$ cat src/rtl/ucsbece154b_mem_arbiter.sv
// Arbiter sharing one main-memory port between I-cache block refills and
// single-word D-side accesses, with round-robin tie breaking.
module ucsbece154b_mem_arbiter #(
  parameter int ADDR_WIDTH  = 32,
  parameter int DATA_WIDTH  = 32,
  parameter int BLOCK_WORDS = 4
) (
  input  logic                           clk,
  input  logic                           reset,

  input  logic                           IReq_i,
  input  logic [ADDR_WIDTH-1:0]          IAddr_i,
  output logic                           IDataValid_o,
  output logic [DATA_WIDTH-1:0]          IData_o,
  output logic [$clog2(BLOCK_WORDS)-1:0] IWordIdx_o,
  output logic                           IDone_o,

  input  logic                           DReq_i,
  input  logic                           DWe_i,
  input  logic [ADDR_WIDTH-1:0]          DAddr_i,
  input  logic [DATA_WIDTH-1:0]          DWData_i,
  output logic [DATA_WIDTH-1:0]          DRData_o,
  output logic                           DDone_o,

  output logic                           MemReq_o,
  output logic                           MemWe_o,
  output logic [ADDR_WIDTH-1:0]          MemAddr_o,
  output logic [DATA_WIDTH-1:0]          MemWData_o,
  output logic                           MemBurst_o,
  input  logic                           MemGnt_i,
  input  logic                           MemRValid_i,
  input  logic [DATA_WIDTH-1:0]          MemRData_i
);

  localparam int IDX_W = $clog2(BLOCK_WORDS);

  typedef enum logic [2:0] {
    IDLE,
    I_REQ,
    I_DATA,
    D_REQ,
    D_DATA
  } state_t;

  state_t            state;
  logic              lastGntD;
  logic [IDX_W-1:0]  wordCount;
  logic              lastBeat;

  assign lastBeat = (wordCount == IDX_W'(BLOCK_WORDS - 1));

  // lastGntD remembers who won most recently; a tie goes to the other side.
  always_ff @(posedge clk) begin
    if (reset) begin
      state     <= IDLE;
      lastGntD  <= 1'b0;
      wordCount <= '0;
    end else begin
      case (state)
        IDLE: begin
          if (IReq_i && DReq_i) begin
            if (lastGntD) begin
              state    <= I_REQ;
              lastGntD <= 1'b0;
            end else begin
              state    <= D_REQ;
              lastGntD <= 1'b1;
            end
          end else if (IReq_i) begin
            state    <= I_REQ;
            lastGntD <= 1'b0;
          end else if (DReq_i) begin
            state    <= D_REQ;
            lastGntD <= 1'b1;
          end
        end
        I_REQ: begin
          if (MemGnt_i) begin
            state     <= I_DATA;
            wordCount <= '0;
          end
        end
        I_DATA: begin
          if (MemRValid_i) begin
            if (lastBeat) begin
              wordCount <= '0;
              state     <= IDLE;
            end else begin
              wordCount <= wordCount + IDX_W'(1);
            end
          end
        end
        D_REQ: begin
          if (MemGnt_i) begin
            state <= DWe_i ? IDLE : D_DATA;
          end
        end
        D_DATA: begin
          if (MemRValid_i) begin
            state <= IDLE;
          end
        end
        default: state <= IDLE;
      endcase
    end
  end

  // Memory-side drive depends only on state and the held request inputs;
  // requester-side pulses follow the memory handshake combinationally.
  always_comb begin
    MemReq_o     = 1'b0;
    MemWe_o      = 1'b0;
    MemAddr_o    = '0;
    MemWData_o   = '0;
    MemBurst_o   = 1'b0;
    IDataValid_o = 1'b0;
    IData_o      = '0;
    IWordIdx_o   = '0;
    IDone_o      = 1'b0;
    DRData_o     = '0;
    DDone_o      = 1'b0;
    case (state)
      I_REQ: begin
        MemReq_o   = 1'b1;
        MemBurst_o = 1'b1;
        MemAddr_o  = IAddr_i;
      end
      I_DATA: begin
        if (MemRValid_i) begin
          IDataValid_o = 1'b1;
          IData_o      = MemRData_i;
          IWordIdx_o   = wordCount;
          IDone_o      = lastBeat;
        end
      end
      D_REQ: begin
        MemReq_o   = 1'b1;
        MemWe_o    = DWe_i;
        MemAddr_o  = DAddr_i;
        MemWData_o = DWData_i;
        DDone_o    = MemGnt_i && DWe_i;
      end
      D_DATA: begin
        if (MemRValid_i) begin
          DDone_o  = 1'b1;
          DRData_o = MemRData_i;
        end
      end
      default: ;
    endcase
  end

endmodule

$ cat config.mk
export PLATFORM = sky130hd
export DESIGN_NAME = ucsbece154b_mem_arbiter
export DESIGN_NICKNAME = d
export VERILOG_FILES = /design/src/rtl/ucsbece154b_mem_arbiter.sv
export SDC_FILE = /design/constraint.sdc
export NUM_CORES = 1
export LEC_CHECK = 0
export BUFFER_PORTS_ARGS = -buffer_cell sky130_fd_sc_hd__buf_2
export CAP_MARGIN = 10
export CORE_AREA = 2 2 106 108
export DETAILED_ROUTE_END_ITERATION = 10
export DIE_AREA = 0 0 108 110
export SKIP_CTS_REPAIR_TIMING = 1
export SLEW_MARGIN = 20
export SYNTH_ARGS = -nofsm -noshare
export SYNTH_HDL_FRONTEND = slang
export SYNTH_SLANG_ARGS = --single-unit
$ cat constraint.sdc
create_clock -name clk -period 2.2 [get_ports clk]
set_input_delay 0.22 -clock clk [delete_from_list [all_inputs] [get_ports clk]]
set_output_delay 0.22 -clock clk [all_outputs]
set_load 0.01 [all_outputs]
==> results_dict.tcl, run 1 <==
set metrics [dict create \
    maxSlewHeadroom_pct 67.5 \
    hpwl_mm 6.82 \
    syn_inst 226 \
    die_area_sq_um 11900 \
    status "complete, no violations" \
    core-area_sq_um 10700 \
    area_delta_synth_final_pct 96.4 \
    crit_required_ns 1.98 \
    cts_tree "built" \
    synth_nets 362 \
    drive_gt1_share_pct 58.5 \
    htreeDepth 1 \
    synth_top_area_cell "and2_1" \
    synth_top_area_share_pct 27.1 \
    synthDistinctLibCells 28 \
    final-max-slew-violation-count 0 \
    critPathKind "reg -> out" \
    io_pins 271 \
    worst_pin_slew_ns 0.487 \
    drc 0 \
    power_density_nw_per_um2 281 \
    antenna_found_initial 0 \
    hold_viol 0 \
    drv_cap 0 \
    die_x_um 108 \
    grt_pass1_wl_mm 10.4 \
    viasPerCell 3.96 \
    grt_use_total_pct 11.4 \
    max_freq_mhz 559 \
    dr.pass1.iters 4 \
    clock_latency_ns 0.22 \
    syn_area_sq_um 1550 \
    ir_worst_vdd_mv 0.192 \
    grt_max_degree 39 \
    diodes 0 \
    ys_top_cells_by_area "and2_1 27%, mux2i_1 21%, and3_1 13%, nor2_1 8.0%, dfxtp_1 7.8%" \
    postSynthAreaPerCell_sq_um 6.85 \
    gr-total-overflow 0 \
    cts_buffer_depth 2 \
    wl_mm 7.84 \
    die_y_um 110 \
    hold_path_class "in -> reg" \
    cts_root_buf "clkbuf_8" \
    vias 2456 \
    cts.sinks 6 \
    skew_ns 0.00202 \
    cp-end-kind "output port" \
    dr.first_iter.drc_count 101 \
    setup_viol 0 \
    period_needed_ns 1.79 \
    setup-tns-final_ns 0 \
    rsz0062_at_grt "false" \
    leakage_nw 2.04 \
    seq_area_frac_synth_pct 7.76 \
    worstPathArrival_ns 1.57 \
    floorplan.initialDensity_pct 14.5 \
    wl_per_cell_um 12.6 \
    place.gp.congestion 0.746 \
    final_net_count 618 \
    io_buffers 270 \
    numCtsBuffers 3 \
    ant_nets 0 \
    cp_max_fo 33 \
    rows 38 \
    clkTransAtPathRegs_ns 0.04 \
    finalCritPeriodShare_pct 81.3 \
    finalPower_mw 0.856 \
    startpoint_type "flop" \
    ys_ff_latch 6 \
    grt_pass1_vias 2017 \
    yosysWarnings 0 \
]
registers in the layout, indices dropped and copies added, names as in the netlist:
register and cells:
lastGntD 1, state 3, wordCount 2
cells in the final DEF (no fill, tap or decap), drive strengths merged:
cell / netlist / routed
a311oi: 1 / 1
nand3b: 2 / 2
nor2b: 2 / 2
and2: 67 / 67
nand2b: 1 / 1
and4bb: 2 / 2
clkbuf: 7 / 3
o21bai: 1 / 1
nand4bb: 2 / 2
a221oi: 1 / 1
nand4b: 2 / 2
inv: 1 / 1
buf: 17 / 275
nand2: 4 / 4
a21o: 1 / 1
ha: 1 / 1
or3b: 1 / 1
mux2i: 32 / 32
a2111oi: 1 / 1
and3: 33 / 33
or4b: 1 / 1
nor2: 33 / 33
mux2: 1 / 1
nor3: 3 / 3
a21oi: 3 / 3
dfxtp: 6 / 6
cells by family after synthesis:
logic type	Yosys count	synth area share, %
AOI/OAI and AO/OA	8	3.64
DFF	6	7.76
and+or+nand+nor	153	58.0
muxes	33	21.4
adders and majority gates	1	0.808
buffers and inverters	25	8.41
power breakdown:
part	internal [mW]	leakage [nW]	switching (mW)	total (mW)
Sequential	0.118	0.0494	0.0105	0.128
Clock	0.117	0.0216	0.0458	0.163
Combinational	0.276	1.96	0.289	0.564
Total	0.511	2.04	0.345	0.856
layer usage:
metal | wire length (um) | track usage (%) | share of wire (%) | vias to the layer above
li1 | - | - | - | 1267
met1 | 2990 | 13.2 | 38 | 1016
met2 | 3940 | 21.7 | 50 | 169
met3 | 827 | 1.65 | 11 | 4
met4 | 70 | 3.02 | 0.89 | 0
met5 | 0 | 0 | 0 | -
area by class of cell:
type | count | area (sq um)
flip-flops and latches | 6 | 121
well taps | 140 | 175
repair buffers | 275 | 1400
clock buffers | 3 | 41.3
multi-input cells | 195 | 1300
fillers | 1233 | 7660
inverters | 1 | 3.75
worst paths after layout:
path / startpoint / end / slack [ns] / cells past startpoint
min: IReq_i / lastGntD / 0.23 / 2
max reg2reg: state[0] / state[2] / 0.70 / 4
max: state[0] / DRData_o[3] / 0.41 / 3
min reg2reg: lastGntD / lastGntD / 0.48 / 1
Yosys cell counts:
| master | number |
|---|---|
| buf_2 | 11 |
| and4bb_2 | 1 |
| nor2_1 | 33 |
| buf_4 | 6 |
| inv_1 | 1 |
| clkbuf_1 | 7 |
| a21oi_1 | 3 |
| o21bai_1 | 1 |
| nand4b_1 | 2 |
| dfxtp_1 | 6 |
| a2111oi_0 | 1 |
| nand4bb_1 | 2 |
| and3_1 | 33 |
| a221oi_1 | 1 |
| mux2_2 | 1 |
| a311oi_1 | 1 |
| nand2_1 | 4 |
| a21o_1 | 1 |
| mux2i_1 | 32 |
| ha_1 | 1 |
| or4b_1 | 1 |
| and4bb_1 | 1 |
| nor2b_1 | 2 |
| nand2b_1 | 1 |
| nand3b_1 | 2 |
| nor3_1 | 3 |
| or3b_1 | 1 |
| and2_1 | 67 |
metrics by stage:
step,util (%),area (sq um),hold slack (ns),setup slack [ns],instances
2_1_floorplan,-,1550,0.289,0.832,226
3_3_place_gp,28.0,3000,0.457,0.615,617
3_5_place_dp,28.0,3000,0.462,0.630,617
4_1_cts,28.4,3040,0.222,0.378,620
5_1_grt,28.4,3040,0.240,0.264,620
6_report,28.4,3040,0.226,0.412,620
critical path: stages (launching register included):
cell and delay [ns]:
dfxtp_1 0.36, and4bb_2 0.65, and2_1 0.19, buf_2 0.13
(Power assumes the default switching activity.)
==> inputs of run 2 (changes only) <==
--- a/config.mk
+++ b/config.mk
@@ -5,6 +5,7 @@
 export SDC_FILE = /design/constraint.sdc
 export NUM_CORES = 1
 export LEC_CHECK = 0
+export ABC_AREA = 1
 export BUFFER_PORTS_ARGS = -buffer_cell sky130_fd_sc_hd__buf_2
 export CAP_MARGIN = 10
 export CORE_AREA = 2 2 106 108
==> constraint.sdc (replaced) <==
create_clock -name clk -period 1.8 [get_ports clk]
set_input_delay 0.18 -clock clk [delete_from_list [all_inputs] [get_ports clk]]
set_output_delay 0.18 -clock clk [all_outputs]
set_load 0.01 [all_outputs]
==> run 2 against run 1 <==
Combinational power grew to 3.6 times the previous value. Clock skew is 0.0016 ns higher. Wire length is 8.7% lower. Via count is 5.7% higher. Critical path depth is 3 higher. Global-route usage is 1.3 points lower. Sequential power is 100% higher. Clock power is 25% higher. Critical endpoint is now MemAddr_o[27]. Largest power group unchanged. Highest routed layer unchanged.
==> results_dict.tcl, run 2 <==
set metrics [dict create \
    status "complete, no violations" \
    dpl-instance-area_sq_um 2950 \
    hpwl_mm 5.99 \
    cts_buffer_depth 2 \
    ir_worst_vdd_mv 0.363 \
    antenna_found_initial 0 \
    ys_ff_latch 6 \
    die_area_sq_um 11900 \
    drc 0 \
    synthDistinctLibCells 18 \
    die_y_um 110 \
    stdcell_area_sq_um 3000 \
    synth_top_area_share_pct 26.6 \
    die_x_um 108 \
    rows 38 \
    grt_use_total_pct 10.0 \
    io_buffers 270 \
    p_int_mw 1.17 \
    pwr-share-seq_pct 10.3 \
    diodes 0 \
    floorplan.initialDensity_pct 13.7 \
    htreeDepth 1 \
    dr.first_iter.drc_count 124 \
    clock_latency_ns 0.22 \
    final_common_cell "buf_2" \
    synth_edf_count 0 \
    final_net_count 688 \
    crit_slowest_cell "dfxtp_1" \
    maxSlewHeadroom_pct 76.1 \
    power_density_nw_per_um2 828 \
    cts_root_buf "clkbuf_8" \
    setup_viol 0 \
    critPathKind "reg -> out" \
    drv_cap 0 \
    p_comb_share_pct 81.5 \
    hold_viol 0 \
    seq_area_frac_synth_pct 8.19 \
    period_needed_ns 1.69 \
    finalCritPeriodShare_pct 94.1 \
    area_delta_synth_final_pct 105 \
    ys.flop_type "dfxtp_1" \
    clkPwrFrac_pct 8.2 \
    worst_pin_slew_ns 0.359 \
    rsz0062_at_grt "false" \
    reg.largest.list "state x3, wordCount x2, lastGntD x1" \
    yosysWarnings 0 \
    crit_required_ns 1.62 \
    leakage_nw 2.24 \
    wl_mm 7.15 \
    async_reset_ff_share_pct 0 \
    dpl_worst_slack_ns 0.322 \
    cts_tree "built" \
    ant_nets 0 \
    clkTransAtPathRegs_ns 0.04 \
    wl_per_cell_um 10.4 \
    core-area_sq_um 10700 \
    cp-end-kind "output port" \
    syn_area_sq_um 1470 \
    cts.sinks 6 \
    synth_nets 424 \
    setup-tns-final_ns 0 \
    startpoint_type "flop" \
    dp.cells 687 \
    worst-r2r-setup-slack_ns 0.47 \
    ys_top_cells_by_area "nor2_1 27%, inv_1 19%, a22o_1 19%, dfxtp_1 8.2%, nand2_1 4.4%" \
    skew_ns 0.00358 \
    vias 2596 \
    whs_ns 0.134 \
    cpPeakStageDelay_ns 0.48 \
    io_pins 271 \
    dr.pass1.iters 4 \
    synth_common_cells "104 x nor2_1, 75 x inv_1, 32 x a22o_1, 17 x nand2_1, 10 x nand3_1" \
    grt_pass1_vias 2094 \
    syn_inst 288 \
    drive_gt1_share_pct 54.5 \
    sw_frac_of_total_pct 52.7 \
    fin_cells 690 \
    crit_chain "inv_2 > nand2_2 > nor2_4 > buf_12 > a22o_1 > buf_2" \
    gr-total-overflow 0 \
    numCtsBuffers 3 \
    most-common-layout-cells "270 x buf_2, 103 x nor2_1, 75 x inv_1, 32 x a22o_1, 17 x nand2_1" \
    grt_max_degree 36 \
    place.gp.congestion 0.728 \
    power.switching_mw 1.31 \
    postSynthAreaPerCell_sq_um 5.09 \
    hold_path_class "in -> reg" \
    top_register "state" \
    layout_setup_ws_ns 0.105 \
    final-max-slew-violation-count 0 \
    viasPerCell 3.76 \
    synth_top_area_cell "nor2_1" \
    largest_reg_flops 3 \
    max_freq_mhz 590 \
    cp_max_fo 34 \
    grt_pass1_wl_mm 9.47 \
    worstPathArrival_ns 1.51 \
    synth.most_common_cell "nor2_1" \
]
[run 2: cell count changes after synthesis, moves of 4 or more]
| cell | delta |
|---|---|
| nor2_2 | +7 |
| nand2_2 | +6 |
| nor2_1 | +71 |
| nand3_1 | +10 |
| mux2i_1 | -32 |
| buf_4 | -6 |
| nand2_1 | +13 |
| clkbuf_1 | -4 |
| inv_1 | +74 |
| and2_1 | -67 |
| a22o_1 | +32 |
| and3_1 | -33 |
[run 2: cell type report]
cell class,instances,area [sq um]
repair buffers,274,1410
clock buffers,3,41.3
fillers,1232,7700
inverters,80,308
flip-flops and latches,6,121
multi-input cells,187,950
well taps,140,175
[run 2: worst max-delay path: cells and delay by family, from the launching register on]
kind / cells / cell delay, ns
flip-flops: 1 / 0.48
AND/OR/NAND/NOR: 2 / 0.17
buffers and inverters: 3 / 0.39
AO/OA/AOI/OAI: 1 / 0.22
[run 2: final timing paths]
kind | from | endpoint | cells after the start
max | state[2] | MemAddr_o[27] | 6
min | reset | wordCount[1] | 2
max reg2reg | state[2] | state[1] | 8
min reg2reg | lastGntD | lastGntD | 2
[run 2: per-stage QoR]
step	util [%]	power (mW)
finish	28.1	2.49
global route	28.1	2.75
CTS	28.0	2.51
detailed placement	27.6	2.29
global placement	27.6	2.30
floorplan	-	1.52
[run 2: logic make-up after synthesis]
group / synth area share (%)
buffers and inverters: 27.2
flip-flops: 8.19
adder cells (fa/ha/maj): 0.853
AO/OA/AOI/OAI: 21.5
AND/OR/NAND/NOR: 42.2
[run 2: power by group through the flow]
| stage | clock (mW) | combinational, mW | sequential (mW) |
|---|---|---|---|
| 2_1_floorplan | 0 | 1.28 | 0.245 |
| 3_3_place_gp | 0 | 2.05 | 0.256 |
| 3_5_place_dp | 0 | 2.04 | 0.255 |
| 4_1_cts | 0.207 | 2.04 | 0.254 |
| 5_1_grt | 0.222 | 2.26 | 0.266 |
| 6_report | 0.203 | 2.03 | 0.257 |
[run 2: routing by layer]
metal | GRT usage [%] | wire [um] | vias to the layer above
li1 | - | - | 1377
met1 | 11.2 | 2660 | 1061
met2 | 20.1 | 3700 | 153
met3 | 1.12 | 738 | 5
met4 | 2.47 | 57 | 0
met5 | 0 | 0 | -
==> inputs of run 3 (changes only) <==
--- a/config.mk
+++ b/config.mk
@@ -11,6 +11,7 @@
 export CORE_AREA = 2 2 106 108
 export DETAILED_ROUTE_END_ITERATION = 10
 export DIE_AREA = 0 0 108 110
+export PLACE_DENSITY = 0.52
 export SKIP_CTS_REPAIR_TIMING = 1
 export SLEW_MARGIN = 20
 export SYNTH_ARGS = -nofsm -noshare
==> run 3 against run 2 <==
Sequential power hardly changed. Die area stayed put. Utilization hardly changed. Critical path depth stayed put. Worst setup slack worse by 0.0056 ns. Wire length is 23% higher. Clock skew is 0.0021 ns lower. Flip-flop and latch count stayed put. Largest cell class unchanged. Power is 2.3% higher.
==> results_dict.tcl, run 3 (synthesized netlist as in run 2, its figures left out) <==
set metrics [dict create \
    setup-tns-final_ns 0 \
    die_x_um 108 \
    wl_mm 8.82 \
    maxSlewHeadroom_pct 77.3 \
    vias 2763 \
    leakage_nw 2.24 \
    met3_length_um 854 \
    rows 38 \
    r2r_end "wordCount[0]" \
    finalCritPeriodShare_pct 94.5 \
    io_buffers 270 \
    ant_nets 0 \
    dr.pass1.iters 4 \
    power_density_nw_per_um2 848 \
    clock_latency_ns 0.22 \
    top_layer "met4" \
    path_delay_family "flip-flops" \
    fillCellCount 1212 \
    cp-end-kind "output port" \
    htreeDepth 1 \
    reg2reg_from "state[2]" \
    grt_pass1_vias 2437 \
    hp-start "reset" \
    hpwl_mm 7.69 \
    cts.sinks 6 \
    cts_buffer_depth 2 \
    drt-met1-wl_mm 2.95 \
    hold_depth 2 \
    place.gp.congestion 0.791 \
    hold_path_end "wordCount[1]" \
    area_delta_synth_final_pct 105 \
    cp_max_fo 35 \
    cpPeakStageDelay_ns 0.49 \
    startpoint_type "flop" \
    max_freq_mhz 588 \
    diodes 0 \
    setup_viol 0 \
    multi_input_area_sq_um 947 \
    grt_pass1_wl_mm 11.5 \
    hold_path_class "in -> reg" \
    die_y_um 110 \
    worstPathArrival_ns 1.52 \
    die_area_sq_um 11900 \
    critPathKind "reg -> out" \
    most-common-layout-cells "270 x buf_2, 104 x nor2_1, 75 x inv_1, 32 x a22o_1, 17 x nand2_1" \
    grt_use_total_pct 12.5 \
    numCtsBuffers 3 \
    cts_root_buf "clkbuf_8" \
    worst-r2r-setup-slack_ns 0.34 \
    crit_slowest_cell "dfxtp_1" \
    postLayoutCoreUtil_pct 28.0 \
    crit_chain "inv_2 > nand2_2 > nor2_4 > buf_12 > a22o_1 > buf_2" \
    critPathBufInv 3 \
    clkTransAtPathRegs_ns 0.04 \
    core-area_sq_um 10700 \
    final_common_cell "buf_2" \
    wl_met2_mm 4.97 \
    seq_area_sq_um 121 \
    largest_reg_flops 3 \
    crit_required_ns 1.62 \
    dr.first_iter.drc_count 111 \
    io_pins 271 \
    cts_tree "built" \
    worst_pin_slew_ns 0.341 \
    worst_r2r_path_depth 11 \
    drc 0 \
    floorplan.initialDensity_pct 13.7 \
    ir_worst_vdd_mv 0.300 \
    drive_gt1_share_pct 54.4 \
    final_net_count 688 \
    gr-total-overflow 0 \
    hold_viol 0 \
    drv_cap 0 \
    skew_ns 0.00144 \
    status "complete, no violations" \
    antenna_found_initial 0 \
    rsz0062_at_grt "false" \
    final-max-slew-violation-count 0 \
    grt_max_degree 36 \
    viasPerCell 4.00 \
    period_needed_ns 1.70 \
    wl_per_cell_um 12.8 \
    top_register "state" \
    reg.largest.list "state x3, wordCount x2, lastGntD x1" \
]
==> run 3: cell counts in the layout (fill, tap and decap cells not counted) <==
Identical to the previous run, type by type.
==> run 3: power by group <==
part	switching (mW)	internal, mW
logic	1.24	0.845
clock network	0.0591	0.144
registers	0.0723	0.187
==> run 3: cell type report <==
| type | count | share of cell area (%) |
|---|---|---|
| timing repair buffer | 274 | 46.9 |
| multi-input combinational | 187 | 31.6 |
| inverter | 80 | 10.3 |
| tap | 140 | 5.84 |
| sequential | 6 | 4.05 |
| clock buffer | 3 | 1.38 |
==> run 3: worst max-delay path by stage <==
stage | startpoint | end | slack, ns | depth (start not counted)
after CTS | state[1] | DDone_o | 0.03 | 5
after global placement | state[1] | IData_o[17] | 0.29 | 7
after global routing | state[0] | DDone_o | 0.01 | 5
after floorplan | state[1] | IData_o[2] | 0.40 | 7
final | state[2] | MemAddr_o[5] | 0.1 | 6
after detailed placement | state[1] | DDone_o | 0.26 | 5
==> run 3: through the flow <==
step | power [mW] | hold WS, ns | area (sq um) | setup slack (ns) | std cells
floorplan | 1.52 | 0.247 | 1470 | 0.398 | 288
global placement | 2.34 | 0.364 | 2950 | 0.293 | 687
detailed placement | 2.37 | 0.366 | 2950 | 0.265 | 687
CTS | 2.58 | 0.134 | 3000 | 0.0255 | 690
global route | 2.79 | 0.136 | 3000 | 0.0149 | 690
finish | 2.54 | 0.133 | 3000 | 0.0998 | 690
==> run 3: routing by layer <==
metal / up-vias / GRT usage (%)
met5: - / 0
met4: 0 / 1.92
met3: 5 / 2.18
met2: 167 / 27.9
met1: 1213 / 11.5
li1: 1378 / -
==> run 3: worst register-to-register path: cells and delay by family (launching register included) <==
family | cells | cell delay, ns
buffers and inverters | 3 | 0.34
and+or+nand+nor | 8 | 0.56
DFF | 1 | 0.49
